$ cat config.mk
export PLATFORM = sky130hd
export DESIGN_NAME = operand_fetch
export DESIGN_NICKNAME = d
export VERILOG_FILES = /design/src/rtl/operand_fetch.sv
export SDC_FILE = /design/constraint.sdc
export NUM_CORES = 1
export LEC_CHECK = 0
export CORE_MARGIN = 5
export CORE_UTILIZATION = 44
export CTS_CLUSTER_SIZE = 10
export DETAILED_ROUTE_END_ITERATION = 16
export GPL_TIMING_DRIVEN = 0
export PLACE_DENSITY_LB_ADDON = 0.08
export SYNTH_ARGS = -nofsm -noshare
export SYNTH_HDL_FRONTEND = slang
export SYNTH_SLANG_ARGS = --single-unit
export TNS_END_PERCENT = 1
$ cat constraint.sdc
create_clock -name clk -period 2.7 [get_ports clk]
set_input_delay 0.54 -clock clk [delete_from_list [all_inputs] [get_ports clk]]
set_output_delay 0.54 -clock clk [all_outputs]
set_load 0.02 [all_outputs]
$ cat src/rtl/operand_fetch.sv
// operand_fetch: decode/operand-fetch stage wrapped around the BR bank.
// Define OPERAND_FETCH_BYPASS_EN to compile in the write-port bypass.
module operand_fetch #(
  parameter int XLEN    = 32,
  parameter bit ZERO_X0 = 1'b1
) (
  input  logic            clk,
  input  logic            rst,
  input  logic            in_valid,
  output logic            in_ready,
  input  logic [31:0]     in_instr,
  output logic [4:0]      a1,
  output logic [4:0]      a2,
  input  logic [XLEN-1:0] rd1,
  input  logic [XLEN-1:0] rd2,
  input  logic            wb_we,
  input  logic [4:0]      wb_addr,
  input  logic [XLEN-1:0] wb_data,
  output logic            out_valid,
  input  logic            out_ready,
  output logic [XLEN-1:0] out_rs1_val,
  output logic [XLEN-1:0] out_rs2_val,
  output logic [4:0]      out_rd,
  output logic [XLEN-1:0] out_imm,
  output logic [31:0]     out_instr
);

  typedef enum logic [1:0] {IDLE, READ, VALID} state_t;

  state_t          state, state_nx;
  logic            accept;
  logic [31:0]     instr_q;
  logic [4:0]      rs1, rs2;
  logic [XLEN-1:0] rs1_sel, rs2_sel;

  function automatic logic [31:0] imm_of(input logic [31:0] i);
    logic [6:0] op;
    op = i[6:0];
    imm_of = '0;
    unique case (1'b1)
      (op == 7'b0010011 || op == 7'b0000011 || op == 7'b1100111):
        imm_of = {{20{i[31]}}, i[31:20]};
      (op == 7'b0100011):
        imm_of = {{20{i[31]}}, i[31:25], i[11:7]};
      (op == 7'b1100011):
        imm_of = {{19{i[31]}}, i[31], i[7], i[30:25], i[11:8], 1'b0};
      (op == 7'b0110111 || op == 7'b0010111):
        imm_of = {i[31:12], 12'b0};
      (op == 7'b1101111):
        imm_of = {{11{i[31]}}, i[31], i[19:12], i[20], i[30:21], 1'b0};
      default:
        imm_of = '0;
    endcase
  endfunction

  assign a1 = in_instr[19:15];
  assign a2 = in_instr[24:20];
  assign rs1 = instr_q[19:15];
  assign rs2 = instr_q[24:20];
  assign out_valid = (state == VALID);
  assign accept = in_valid && in_ready;

  always_comb begin
    state_nx = state;
    in_ready = 1'b0;
    unique case (state)
      IDLE: begin
        in_ready = 1'b1;
        if (in_valid) state_nx = READ;
      end
      READ: state_nx = VALID;
      VALID: begin
        in_ready = out_ready;
        if (out_ready) state_nx = in_valid ? READ : IDLE;
      end
      default: state_nx = IDLE;
    endcase
    if (rst) in_ready = 1'b0;
  end

`ifdef OPERAND_FETCH_BYPASS_EN
  // The bank returns the pre-write value for a write at the accept edge.
  logic            e0_we;
  logic [4:0]      e0_addr;
  logic [XLEN-1:0] e0_data;
  logic [4:0]      hs1, hs2;
  logic            upd1, upd2;

  always_ff @(posedge clk) begin
    if (rst) begin
      e0_we   <= 1'b0;
      e0_addr <= '0;
      e0_data <= '0;
    end else if (accept) begin
      e0_we   <= wb_we;
      e0_addr <= wb_addr;
      e0_data <= wb_data;
    end
  end

  assign hs1 = out_instr[19:15];
  assign hs2 = out_instr[24:20];
  assign upd1 = (state == VALID) && !out_ready && wb_we &&
                (wb_addr == hs1) && !(ZERO_X0 && hs1 == 5'd0);
  assign upd2 = (state == VALID) && !out_ready && wb_we &&
                (wb_addr == hs2) && !(ZERO_X0 && hs2 == 5'd0);
`else
  logic unused_wb;
  assign unused_wb = ^{wb_we, wb_addr, wb_data};
`endif

  always_comb begin
    rs1_sel = rd1;
    rs2_sel = rd2;
`ifdef OPERAND_FETCH_BYPASS_EN
    if (e0_we && e0_addr == rs1) rs1_sel = e0_data;
    if (e0_we && e0_addr == rs2) rs2_sel = e0_data;
    if (wb_we && wb_addr == rs1) rs1_sel = wb_data;
    if (wb_we && wb_addr == rs2) rs2_sel = wb_data;
`endif
    if (ZERO_X0 && rs1 == 5'd0) rs1_sel = '0;
    if (ZERO_X0 && rs2 == 5'd0) rs2_sel = '0;
  end

  always_ff @(posedge clk) begin
    if (rst) begin
      state       <= IDLE;
      instr_q     <= '0;
      out_rs1_val <= '0;
      out_rs2_val <= '0;
      out_rd      <= '0;
      out_imm     <= '0;
      out_instr   <= '0;
    end else begin
      state <= state_nx;
      if (accept) instr_q <= in_instr;
      if (state == READ) begin
        out_rs1_val <= rs1_sel;
        out_rs2_val <= rs2_sel;
        out_rd      <= instr_q[11:7];
        out_imm     <= XLEN'($signed(imm_of(instr_q)));
        out_instr   <= instr_q;
      end
`ifdef OPERAND_FETCH_BYPASS_EN
      if (upd1) out_rs1_val <= wb_data;
      if (upd2) out_rs2_val <= wb_data;
`endif
    end
  end

endmodule

=== Word-level counts from Yosys, hierarchy flattened ===
Cells that the tools add are included.

* Eq/ne operators: 12
* Mux-type cells: 9
* Reduce and logical (&&, ||, !) cells: 8

{| class="wikitable"
|+ Operators by type and width
! cell !! count
|-
| case mux 32 bit (5 select lines) || 1
|-
| 2-to-1 mux 32 bit || 2
|-
| equality test 7 bit (second input constant) || 3
|-
| equality test 7 x 5 -> 1 bit (second input constant) || 2
|-
| equality test 7 x 6 -> 1 bit (second input constant) || 2
|-
| logical NOT 5 bit || 2
|-
| equality test 7 x 2 -> 1 bit (second input constant) || 1
|-
| case mux 2 bit (3 select lines) || 1
|-
| 2-to-1 mux 2 bit || 2
|-
| logical OR 1 bit || 3
|-
| equality test 2 x 1 -> 1 bit (second input constant) || 1
|-
| equality test 2 bit (second input constant) || 1
|-
| logical NOT 2 bit || 1
|-
| 2-to-1 mux 1 bit || 2
|-
| inequality test 2 x 1 -> 1 bit (second input constant) || 1
|-
| inequality test 2 bit (second input constant) || 1
|-
| case mux 1 bit (2 select lines) || 1
|-
| AND reduction 2 bit || 1
|-
| logical AND 1 bit || 1
|}

* Flip-flop bits (word level): 167
* Input port bits: 138
* Output and inout port bits: 145
* Word-level logic and storage cells: 36

=== Depth between registers and ports, before layout ===
* Depth after elaboration: 4
* Gate-level depth with buffers: 6
* Gate-level depth less buffers: 4

=== Least setup slack after synthesis ===
No wires, ideal clock.

* Path type: input port to flip-flop
* Start point: input port out_ready
* End point: register instr_q[10]
* Data arrival time: 2.080 ns
* Required time: 2.579 ns
* Slack: 0.499 ns
* Stages: 6
* Path buffers: 2
* Path through: inv_1 -> a211oi_1 -> and2_1 -> buf_2 -> buf_2 -> mux2_2

* Longest elaborated chain between the ends: 3

{| class="wikitable"
|+ RTL lines
! element !! line !! RTL
|-
| start, declared || 20 || <nowiki>input logic out_ready,</nowiki>
|-
| case mux 1 bit (2 select lines) || 66 || <nowiki>unique case (state)</nowiki>
|-
| 2-to-1 mux 1 bit || 78 || <nowiki>if (rst) in_ready = 1'b0;</nowiki>
|-
| named net in_ready || 10 || <nowiki>output logic in_ready,</nowiki>
|-
| logical AND 1 bit || 61 || <nowiki>assign accept = in_valid && in_ready;</nowiki>
|-
| end signal, assigned || 136 || <nowiki>if (accept) instr_q <= in_instr;</nowiki>
|-
| end, declared || 32 || <nowiki>logic [31:0] instr_q;</nowiki>
|}

The timed path passes the listed nets, and every way through them passes these cells.
A chain may end at the register's enable or synchronous reset.

=== Worst setup path after layout ===
* Start point: input port rst
* End point: output port in_ready

* Longest elaborated chain between the ends: 1

{| class="wikitable"
|+ RTL lines
! element !! line !! RTL
|-
| start, declared || 8 || <nowiki>input logic rst,</nowiki>
|-
| 2-to-1 mux 1 bit || 78 ||
|-
| end, declared || 10 ||
|}

Every way passes these cells.

==> results.yml <==
status:
  status: "completed"
sta:
  grt_setup_unrepaired: "no"
  fin_hold_ws_ns: 0.4535
  fmax_ghz: 0.3780
  hold_viol: 0
  finalSetupViolCount: 0
  period_minus_slack_ns: 2.645
  post-route-period-util_pct: 97.98
  tightest_slew_ns: 0.7166
  slew_headroom_pct: 52.23
  finClkSkew_ns: 0.005969
  slew_viol_final: 0
  setup_tns_ns: 0
drt:
  wirelength_mm: 19.54
  drt-wirelength-per-cell_um: 17.62
  dr.first_iter.drc_count: 388
  first_pass_iters: 5
  ant_nets: 0
  drc_errors: 0
  vias_per_cell: 5.213
  vias: 5781
worst_setup_path:
  path_delay_family: "buffers and inverters"
  critPathRequiredTime_ns: 2.16
  start_kind: "input pin"
  critPathBufInv: 2
  cpMaxStageDelayCell: "clkdlybuf4s50_1"
  cp_max_fo: 6
  crit_top_cell: "clkdlybuf4s50_1"
  cp-end-kind: "output port"
  path_cells: "clkdlybuf4s50_1, a211oi_2, clkdlybuf4s50_1"
  worst-setup-path-type: "in2out"
  max_stage_delay_ns: 0.66
  arrival_ns: 2.11
global_routing:
  grt_pass1_wl_mm: 30.82
  antenna_found_initial: 0
  grt_max_degree: 17
  overflow: 0
  grtUsageTotal_pct: 23.95
  grt_pass1_vias: 6072
synthesis:
  synth-seq-area-share_pct: 53.40
  async_reset_ff_share_pct: 0
  synthDistinctLibCells: 36
  syn_inst: 654
  synth_warnings: 0
  ys.flop_type: "dfxtp_1"
  synth_seq_cells: 162
  post_synth.cell_area_avg_um2: 9.286
  synth_edf_count: 0
  synth_area_mm2: 0.006073
  syn_nets: 792
layout:
  drive_above_1_share_pct: 11.19
  layout_common_cells: "244 x clkdlybuf4s50_1, 162 x dfxtp_1, 98 x nand2_1"
  stdcell_area_mm2: 0.009376
  area_delta_synth_final_pct: 54.39
  seqCellArea_mm2: 0.003243
  layout_commonest_cell: "clkdlybuf4s50_1"
  multi_input_area_mm2: 0.002489
  diodes: 0
  nFillCells: 1105
  final_nets: 1055
clock_tree:
  cts_sinks: 162
  cts_buffers: 17
  tritoncts: "built"
  clockBufferDepth: 2
  clk_latency_ns: 0.42
  cts-root-buf: "clkbuf_16"
  clk_transition_reported_paths_ns: 0.06
  holdBufCountCts: 0
  post_cts_buffers: 0
  h-tree-depth: 4
place:
  port_buffers: 244
  placed_area_mm2: 0.008741
  place_congestion: 0.8761
  dpl.hpwl_mm: 14.78
die:
  coreArea_mm2: 0.01372
  initial_utilization_pct: 44.27
  pin_count: 283
  fp-row-count: 43
  dieArea_mm2: 0.01625
  fp.dieW_um: 127.5
  die_y_um: 127.5
worst_hold_path:
  hold_class: "reg2reg"
power_and_ir_drop:
  powerDensity_mw_per_mm2: 623.3
  power_leakage_nw: 3.358
  ir_worst_vdd_mv: 0.5693
  total_power_mw: 5.845
flow_run:
  cap_viol_max_count: 0
[repair_timing]
item,4_1_cts,5_1_grt
endpoints found under the hold margin,0,0
gates resized for setup,0,1
endpoints found under the setup margin,0,1
[worst paths after layout]
kind	start	end	slack (ns)	depth (start not counted)
min reg2reg	out_instr[0]	out_instr[0]	0.45	2
min	out_instr[0]	out_instr[0]	0.45	2
max	rst	in_ready	0.05	3
max reg2reg	state[1]	out_rs2_val[4]	0.72	6
[area by class of cell]
class | count | area share (%)
Buffer | 66 | 3.536
Clock buffer | 19 | 4.724
Clock inverter | 12 | 2.002
Inverter | 4 | 0.1601
Multi-Input combinational cell | 422 | 26.54
Sequential cell | 162 | 34.59
Tap cell | 180 | 2.402
Timing Repair Buffer | 244 | 26.05
[Yosys cell counts, types with 7 or more instances]
cell type	count	share of area (%)
a21oi_1	52	4.3
a22oi_1	68	8.4
a31oi_1	13	1.3
buf_1	8	0.49
buf_2	7	0.58
buf_4	16	2.0
clkbuf_1	33	2.0
dfxtp_1	162	53
mux2_2	32	5.9
nand2_1	98	6.1
nand3_1	19	1.6
nor2_1	67	4.1
nor2b_1	35	3.6
o21ai_2	11	1.6
[logic make-up (layout without fill, tap and decap cells)]
logic type	count (synthesis)	in the layout	share of synthesized area [%]
buffers and inverters	70	345	5.707
AO/OA/AOI/OAI	156	156	17.59
flip-flops	162	162	53.40
AND/OR/NAND/NOR	233	233	17.12
multiplexers	33	33	6.180
[registers in the layout (all words and copies together) (netlist names)]
| signal | flops |
|---|---|
| out_rs1_val | 32 |
| instr_q | 32 |
| out_rs2_val | 32 |
| out_rd | 4 |
| out_imm | 32 |
| state | 2 |
| out_instr | 28 |
[report_power, final]
part           total, mW  switching (mW)  internal [mW]
clock network       2.56           0.913           1.65
registers           2.57          0.0828           2.48
logic              0.716           0.348          0.368
[worst min-delay path: stages (launching register included)]
cell     delay [ns]
dfxtp_1        0.31
nand2_1        0.05
a21oi_1        0.05
[routing by layer]
layer | vias to the layer above | part of all wire (%) | GRT usage (%) | wire, um
met5 | - | 0 | 0 | 0
met4 | 0 | 2.9 | 8.959 | 561
met3 | 42 | 9.9 | 10.16 | 1928
met2 | 247 | 49 | 40.72 | 9480
met1 | 2727 | 39 | 26.65 | 7568
li1 | 2765 | - | - | -
[per-stage QoR]
step,util (%),setup WS (ns),instances
finish,68.34,0.05456,1109
global route,68.34,0.02723,1109
CTS,68.31,0.04958,1109
detailed placement,63.71,-0.1853,1078
global placement,63.71,-0.1461,1078
floorplan,-,0.4991,654
No activity file was read; power rests on OpenSTA's default activity.
